## src/rtl/tone_generator.sv

```systemverilog
// Square-wave tone generator: plays one note (tone or rest) for note_ms milliseconds,
// follows it with a silent GAP_MS gap, then pulses done and returns to IDLE.
module tone_generator #(
   parameter int GAP_MS = 10,
   parameter int TPM_W  = 16
) (
   input  logic             clk,
   input  logic             rst,
   input  logic [TPM_W-1:0] ticks_per_milli,
   input  logic             note_valid,
   output logic             note_ready,
   input  logic [15:0]      note_half_period,
   input  logic [7:0]       note_ms,
   input  logic             stop,
   output logic             sound,
   output logic             busy,
   output logic             done
);

   typedef enum logic [1:0] {IDLE, PLAY, GAP} state_t;

   localparam logic [7:0] GAP_MS_L = 8'(GAP_MS);

   state_t           state, state_nx;
   logic [TPM_W-1:0] presc, presc_nx, tpm_eff;
   logic [15:0]      tone_cnt, tone_nx, half_q, half_nx;
   logic [7:0]       ms_left, ms_nx;
   logic             sound_nx, done_nx, ms_tick;

   // A zero tick rate is treated as one tick per millisecond; the >= compare
   // keeps a mid-note rate decrease from running the prescaler past its end.
   always_comb begin
      tpm_eff = (ticks_per_milli == '0) ? TPM_W'(1) : ticks_per_milli;
      ms_tick = (state != IDLE) && (presc >= tpm_eff - TPM_W'(1));
   end

   always_ff @(posedge clk or posedge rst) begin
      if (rst) begin
         state    <= IDLE;
         presc    <= '0;
         tone_cnt <= '0;
         half_q   <= '0;
         ms_left  <= '0;
         sound    <= 1'b0;
         done     <= 1'b0;
      end else begin
         state    <= state_nx;
         presc    <= presc_nx;
         tone_cnt <= tone_nx;
         half_q   <= half_nx;
         ms_left  <= ms_nx;
         sound    <= sound_nx;
         done     <= done_nx;
      end
   end

   always_comb begin
      state_nx = state;
      presc_nx = presc;
      tone_nx  = tone_cnt;
      half_nx  = half_q;
      ms_nx    = ms_left;
      sound_nx = sound;
      done_nx  = 1'b0;

      case (state)
         IDLE: begin
            if (note_valid) begin
               half_nx = note_half_period;
               if (note_ms == 8'd0) begin
                  done_nx = 1'b1;
               end else begin
                  state_nx = PLAY;
                  ms_nx    = note_ms;
                  presc_nx = '0;
                  tone_nx  = '0;
                  sound_nx = 1'b0;
               end
            end
         end

         PLAY: begin
            presc_nx = ms_tick ? '0 : presc + TPM_W'(1);
            if (half_q == 16'd0) begin
               sound_nx = 1'b0;
            end else if (tone_cnt >= half_q - 16'd1) begin
               tone_nx  = '0;
               sound_nx = ~sound;
            end else begin
               tone_nx = tone_cnt + 16'd1;
            end
            // The last millisecond of the note ends the tone and starts the gap.
            if (ms_tick) begin
               if (ms_left <= 8'd1) begin
                  sound_nx = 1'b0;
                  presc_nx = '0;
                  tone_nx  = '0;
                  if (GAP_MS_L == 8'd0) begin
                     state_nx = IDLE;
                     ms_nx    = '0;
                     done_nx  = 1'b1;
                  end else begin
                     state_nx = GAP;
                     ms_nx    = GAP_MS_L;
                  end
               end else begin
                  ms_nx = ms_left - 8'd1;
               end
            end
         end

         GAP: begin
            sound_nx = 1'b0;
            presc_nx = ms_tick ? '0 : presc + TPM_W'(1);
            if (ms_tick) begin
               if (ms_left <= 8'd1) begin
                  state_nx = IDLE;
                  ms_nx    = '0;
                  done_nx  = 1'b1;
               end else begin
                  ms_nx = ms_left - 8'd1;
               end
            end
         end

         default: state_nx = IDLE;
      endcase

      // An abort drops everything without signalling completion.
      if (stop && state != IDLE) begin
         state_nx = IDLE;
         presc_nx = '0;
         tone_nx  = '0;
         ms_nx    = '0;
         sound_nx = 1'b0;
         done_nx  = 1'b0;
      end
   end

   assign note_ready = (state == IDLE);
   assign busy       = (state != IDLE);

endmodule

```

## config.mk

```make
export PLATFORM = sky130hd
export DESIGN_NAME = tone_generator
export DESIGN_NICKNAME = d
export VERILOG_FILES = /design/src/rtl/tone_generator.sv
export SDC_FILE = /design/constraint.sdc
export NUM_CORES = 1
export LEC_CHECK = 0
export CORE_MARGIN = 2
export CORE_UTILIZATION = 58
export DETAILED_ROUTE_END_ITERATION = 16
export PLACE_DENSITY_LB_ADDON = 0.15
export SLEW_MARGIN = 20
export SYNTH_ARGS = -nofsm -noshare
export SYNTH_HDL_FRONTEND = slang
export SYNTH_SLANG_ARGS = --single-unit
```

## constraint.sdc

```tcl
create_clock -name clk -period 4.01 [get_ports clk]
set_clock_uncertainty 0.1 [all_clocks]
set_input_delay 0.802 -clock clk [delete_from_list [all_inputs] [get_ports clk]]
set_output_delay 0.802 -clock clk [all_outputs]
set_load 0.005 [all_outputs]
```

Word level (Yosys, flattened, before mapping)

Cells that the tools add are included.

Bitwise gates (word level): 1
Order comparisons: 3
Muxes and demuxes: 44
$add $sub $neg: 5
Reduce and logical (&&, ||, !) cells: 14
Eq/ne operators: 8

Operators with widths:

| operator                | number |
|---|---|
| $mux W16                | 12 |
| $mux W8                 | 7 |
| $pmux W16 S3            | 1 |
| $add A16 B1 Y16 const B | 2 |
| $ge A16 B16 Y1          | 2 |
| $logic_not A16 Y1       | 2 |
| $pmux W16 S2            | 1 |
| $sub A16 B1 Y16 const B | 2 |
| $pmux W8 S3             | 1 |
| $mux W2                 | 7 |
| $mux W1                 | 12 |
| $ne A3 B3 Y1 const B    | 4 |
| $le A8 B1 Y1 const B    | 1 |
| $logic_not A8 Y1        | 1 |
| $sub A8 B1 Y8 const B   | 1 |
| $ne A3 B2 Y1 const B    | 2 |
| $pmux W2 S3             | 1 |
| $reduce_and A3 Y1       | 2 |
| $reduce_and A6 Y1       | 1 |
| $reduce_and A5 Y1       | 1 |
| $reduce_bool A4 Y1      | 1 |
| $pmux W1 S3             | 1 |
| $reduce_bool A3 Y1      | 1 |
| $eq A2 B1 Y1 const B    | 1 |
| 7 further kinds         | 8 |

Register bits after elaboration: 60
Output and inout port bits: 4
Bits of input ports: 44

Longest topological paths before layout

Depth in word-level cells: 10
Depth in mapped cells: 19

Worst setup path after synthesis

Ideal clock, no wire load.

Path kind: input to register
From: input ticks_per_milli[11]
To: register presc[4]
Library setup time: 0.072 ns
Stages: 19
Data required time: 3.838 ns
Path slack: -0.841 ns
Data arrival time: 4.679 ns
Path through: or4_1 or3_1 nor3_1 a31o_2 inv_1 ha_1 nand2_1 or3_1 nor3_1 xnor2_1 ha_1 and3_1 a221o_1 a21o_1 a21o_1 a2111oi_4 nor2_2 buf_6 nor2_1

Cells in the longest elaborated chain, start to end: 10

Ends and longest elaborated chain:

| what                    | line    | RTL |
|---|---|---|
| start, declared         | 9       | `input logic [TPM_W-1:0] ticks_per_milli,` |
| $logic_not A16 Y1       | 33      | `tpm_eff = (ticks_per_milli == '0) ? TPM_W'(1) : ticks_per_milli;` |
| $mux W16 (*)            | 33      |  |
| $sub A16 B1 Y16 (*)     | 34      | `ms_tick = (state != IDLE) && (presc >= tpm_eff - TPM_W'(1));` |
| $ge A16 B16 Y1 (*)      | 34      |  |
| $logic_and A1 B1 Y1 (*) | 34      |  |
| $mux W16                | 83, 114 |  |
| $mux W16                | 94      | `if (ms_left <= 8'd1) begin` |
| $mux W16                | 93      | `if (ms_tick) begin` |
| $pmux W16 S3 (*)        | 66      | `case (state)` |
| $mux W16 (*)            | 130     | `if (stop && state != IDLE) begin` |
| end signal, assigned    | 48      | `presc <= presc_nx;` |
| end, declared           | 25      | `logic [TPM_W-1:0] presc, presc_nx, tpm_eff;` |

Mark *: on every way between the ends. The rest lies on a longest branch, timed or not.
A chain may end at the register's enable or synchronous reset.

Worst setup path after layout

From: input ticks_per_milli[8]
To: register tone_cnt[11]

Cells in the longest elaborated chain, start to end: 8

Ends and longest elaborated chain:

| what                    | line | RTL |
|---|---|---|
| $logic_not A16 Y1       | 33   |  |
| $mux W16 (*)            | 33   |  |
| $sub A16 B1 Y16 (*)     | 34   |  |
| $ge A16 B16 Y1 (*)      | 34   |  |
| $logic_and A1 B1 Y1 (*) | 34   |  |
| $mux W16 (*)            | 93   |  |
| $pmux W16 S2 (*)        | 66   |  |
| $mux W16 (*)            | 130  |  |
| end signal, assigned    | 49   | `tone_cnt <= tone_nx;` |
| end, declared           | 26   | `logic [15:0] tone_cnt, tone_nx, half_q, half_nx;` |

Marked as above.

==> flow_summary.ini <==
[min_path]
holdCritPathClass = flip-flop to flip-flop
min_to = ms_left[6]$_DFFE_PP0P_
min-delay-start = ms_left[6]$_DFFE_PP0P_
hold_depth = 1

[timing]
slew_headroom_pct = 23.4
tightest_slew_ps = 1140
fmax_ghz = 0.221
rsz0062_at_grt = yes
setup-violations-final = 44
tns_ps = -19060
final_hold_viol_count = 0
fin_crit_sh_pct = 113
drv_slew = 0
fin_crit_ps = 4530
setup_ws_ps = -515

[place]
place_area_mm2 = 0.00541
portBuffers = 47
dp_cells = 669
gp_congestion = 0.855
pre_cts_ws_ps = -1220
place_hpwl_um = 8600

[synthesis]
synth_cells = 491
ys_ff_latch = 60
yosysUniqueCellTypes = 64
syn_nets = 577
synth_enable_flop_cells = 0
synthFlopType = dfrtp_1
ys_warn_count = 0
async_flop_share_pct = 100
seq_area_frac_synth_pct = 33.1
syn_avg_cell_area_um2 = 9.23
synthesis.area_mm2 = 0.00453

[outcome]
violations = negative setup slack
status = finished with violations

[pwr]
p_int_mw = 1.81
peakVddDrop_mv = 0.422
p_leak_nw = 2.57
power_switching_share_pct = 42.4
sequentialPowerShare_pct = 29.4
finalPower_mw = 3.14
power_density_mw_per_mm2 = 513
power.switching_mw = 1.33
pwr-share-clk_pct = 18.1
power_frac_comb_pct = 52.5

[layout]
syn_to_final_growth_pct = 35.0
layout-drive-gt1-share_pct = 28.7
final_cell_count_no_fill = 708
final_common_cell = dfrtp_1
nets = 687
antenna_cells = 0
fill_cells = 480
layout_common_cells = 60 x dfrtp_1, 45 x nand2_1, 45 x buf_4
fin_area_mm2 = 0.00612

[global_routing]
grt_pass1_vias = 4350
grt.total_usage_pct = 29.5
grt_pass1_wl_um = 20000
grt_overflow = 0
grt_max_degree = 39
antenna_found_initial = 0

[detailed_routing]
detail-route-antenna-nets = 0
wire_per_inst_um = 17.9
drt_iter0_drc = 304
viasPerCell = 6.13
vias = 4337
drc = 0
drt-total-wl_um = 12600
dr.pass1.iters = 5

[floorplan]
die_area_mm2 = 0.00854
die_h_um = 92.4
num_io_pins = 48
core.rowCount = 32
core_area_mm2 = 0.00765
start_util_pct = 59.3
die_x_um = 92.4

[clock_tree]
clk_latency_ps = 350
path_clk_slew_ps = 70
h-tree-depth = 3
cts.sinks = 60
cts_buffers = 9
cts_tree = yes
cts_root_buf = clkbuf_8
clk_path_buf_depth = 2

[setup_path]
critPathLaunch = ticks_per_milli[8]
cp_cell_sequence = buf_6, or4_4, or3_4, nor3_4, a31o_2, inv_2, ha_4, nand2_2, or3_4, nor3_4, xnor2_1, ha_1, and3_4, a221o_1, a21o_4, a211oi_4, buf_6, buf_6, o21a_4, a31oi_1, a31oi_1
critPathTopFamily = simple AND/OR/NAND/NOR gates
r2r-start = half_q[5]$_DFFE_PP0P_
cp_num_buf_inv = 4
r2r_slack_ps = 200
max_stage_delay_ps = 520
startpoint_type = input port
endpoint_kind = flip-flop
path_common_cell = buf_6
cp_data_required_time_ps = 4170
r2r-end = tone_cnt[5]$_DFFE_PP0P_
worstSetupPathType = input port to flip-flop
arrival_ps = 4690
r2r_cells = 14
cp_slowest_cell = or4_4
cp_max_fo = 8

[flow_run]
maxCapViolations = 0
## power groups by stage
stage / sequential, mW / combinational (mW) / clock (mW)
after floorplan: 0.880 / 1.01 / 0
after global placement: 0.917 / 1.28 / 0
after detailed placement: 0.926 / 1.33 / 0
after CTS: 0.916 / 1.46 / 0.567
after global routing: 0.940 / 1.79 / 0.591
final: 0.923 / 1.65 / 0.568
## logic make-up after synthesis
| logic type | Yosys count | share of synthesized area (%) |
|---|---|---|
| simple gates | 189 | 22.1 |
| xor+xnor | 42 | 8.11 |
| mux | 19 | 4.69 |
| flops | 60 | 33.1 |
| buf+inv | 33 | 3.26 |
| compound gates | 106 | 17.1 |
| fa+ha+maj | 42 | 11.6 |
## metal layers
layer | part of all wire (%) | GRT usage, % | wire length, um | vias up
met1 | 40 | 33.4 | 5000 | 2111
met2 | 53 | 55.3 | 6720 | 157
met3 | 4.4 | 3.66 | 557 | 37
met5 | 0 | 0 | 0 | -
li1 | - | - | - | 2032
met4 | 2.8 | 13.1 | 358 | 0
## worst max path at each step
stage | to | slack (ps) | depth (start not counted)
2_1_floorplan | presc[4]$_DFFE_PP0P_ | -540 | 19
3_3_place_gp | presc[4]$_DFFE_PP0P_ | -1060 | 19
3_5_place_dp | presc[4]$_DFFE_PP0P_ | -1220 | 19
4_1_cts | presc[3]$_DFFE_PP0P_ | -580 | 20
5_1_grt | presc[7]$_DFFE_PP0P_ | -660 | 20
6_report | tone_cnt[11]$_DFFE_PP0P_ | -520 | 21
## Yosys cell counts (5+ instances only)
cell type  instances  area share [%]
a22o_1             6             1.2
nand3_1           16             1.8
nor2_1            42             3.5
mux2_2            18             4.5
ha_1              42              12
xor2_1            16             3.1
o22ai_1            6            0.83
o21ai_0           21             2.3
a21o_1             7             1.2
xnor2_1           26             5.0
nand2b_1           7            0.97
nand4_1           10             1.4
inv_1             26             2.2
a31oi_1           12             1.7
nand2_1           50             4.1
and3_1             5            0.69
a21oi_1           16             1.8
nor3_1            16             1.8
or3_1              6            0.83
dfrtp_1           60              33
## state kept, by name (all words and copies together) (netlist names)
name and count:
state 2, half_q 16, presc 16, done 1
ms_left 8, sound 1, tone_cnt 16
## per-stage QoR
stage                     hold WS [ps]  utilization [%]
after floorplan                    357                -
after global placement             379             70.7
after detailed placement           394             70.8
after CTS                          414             76.7
after global routing               421             80.0
final                              415             80.0
## cell type report
class	instances	area, um^2	area share [%]
Tap cell	102	128	2.09
Sequential cell	60	1500	24.5
Multi-Input combinational cell	402	3270	53.5
Clock buffer	12	155	2.53
Inverter	26	97.6	1.59
Clock inverter	4	47.5	0.777
Timing Repair Buffer	102	918	15.0
## what timing repair did
item                                    in CTS  in global routing
gates resized for setup                     49                 37
cloned                                       2                  2
setup buffers                               11                  8
pin swaps                                   36                 26
endpoints found under the setup margin      44                 44
hold buffers                                 0                  0
Power figures use the tool's default switching activity.
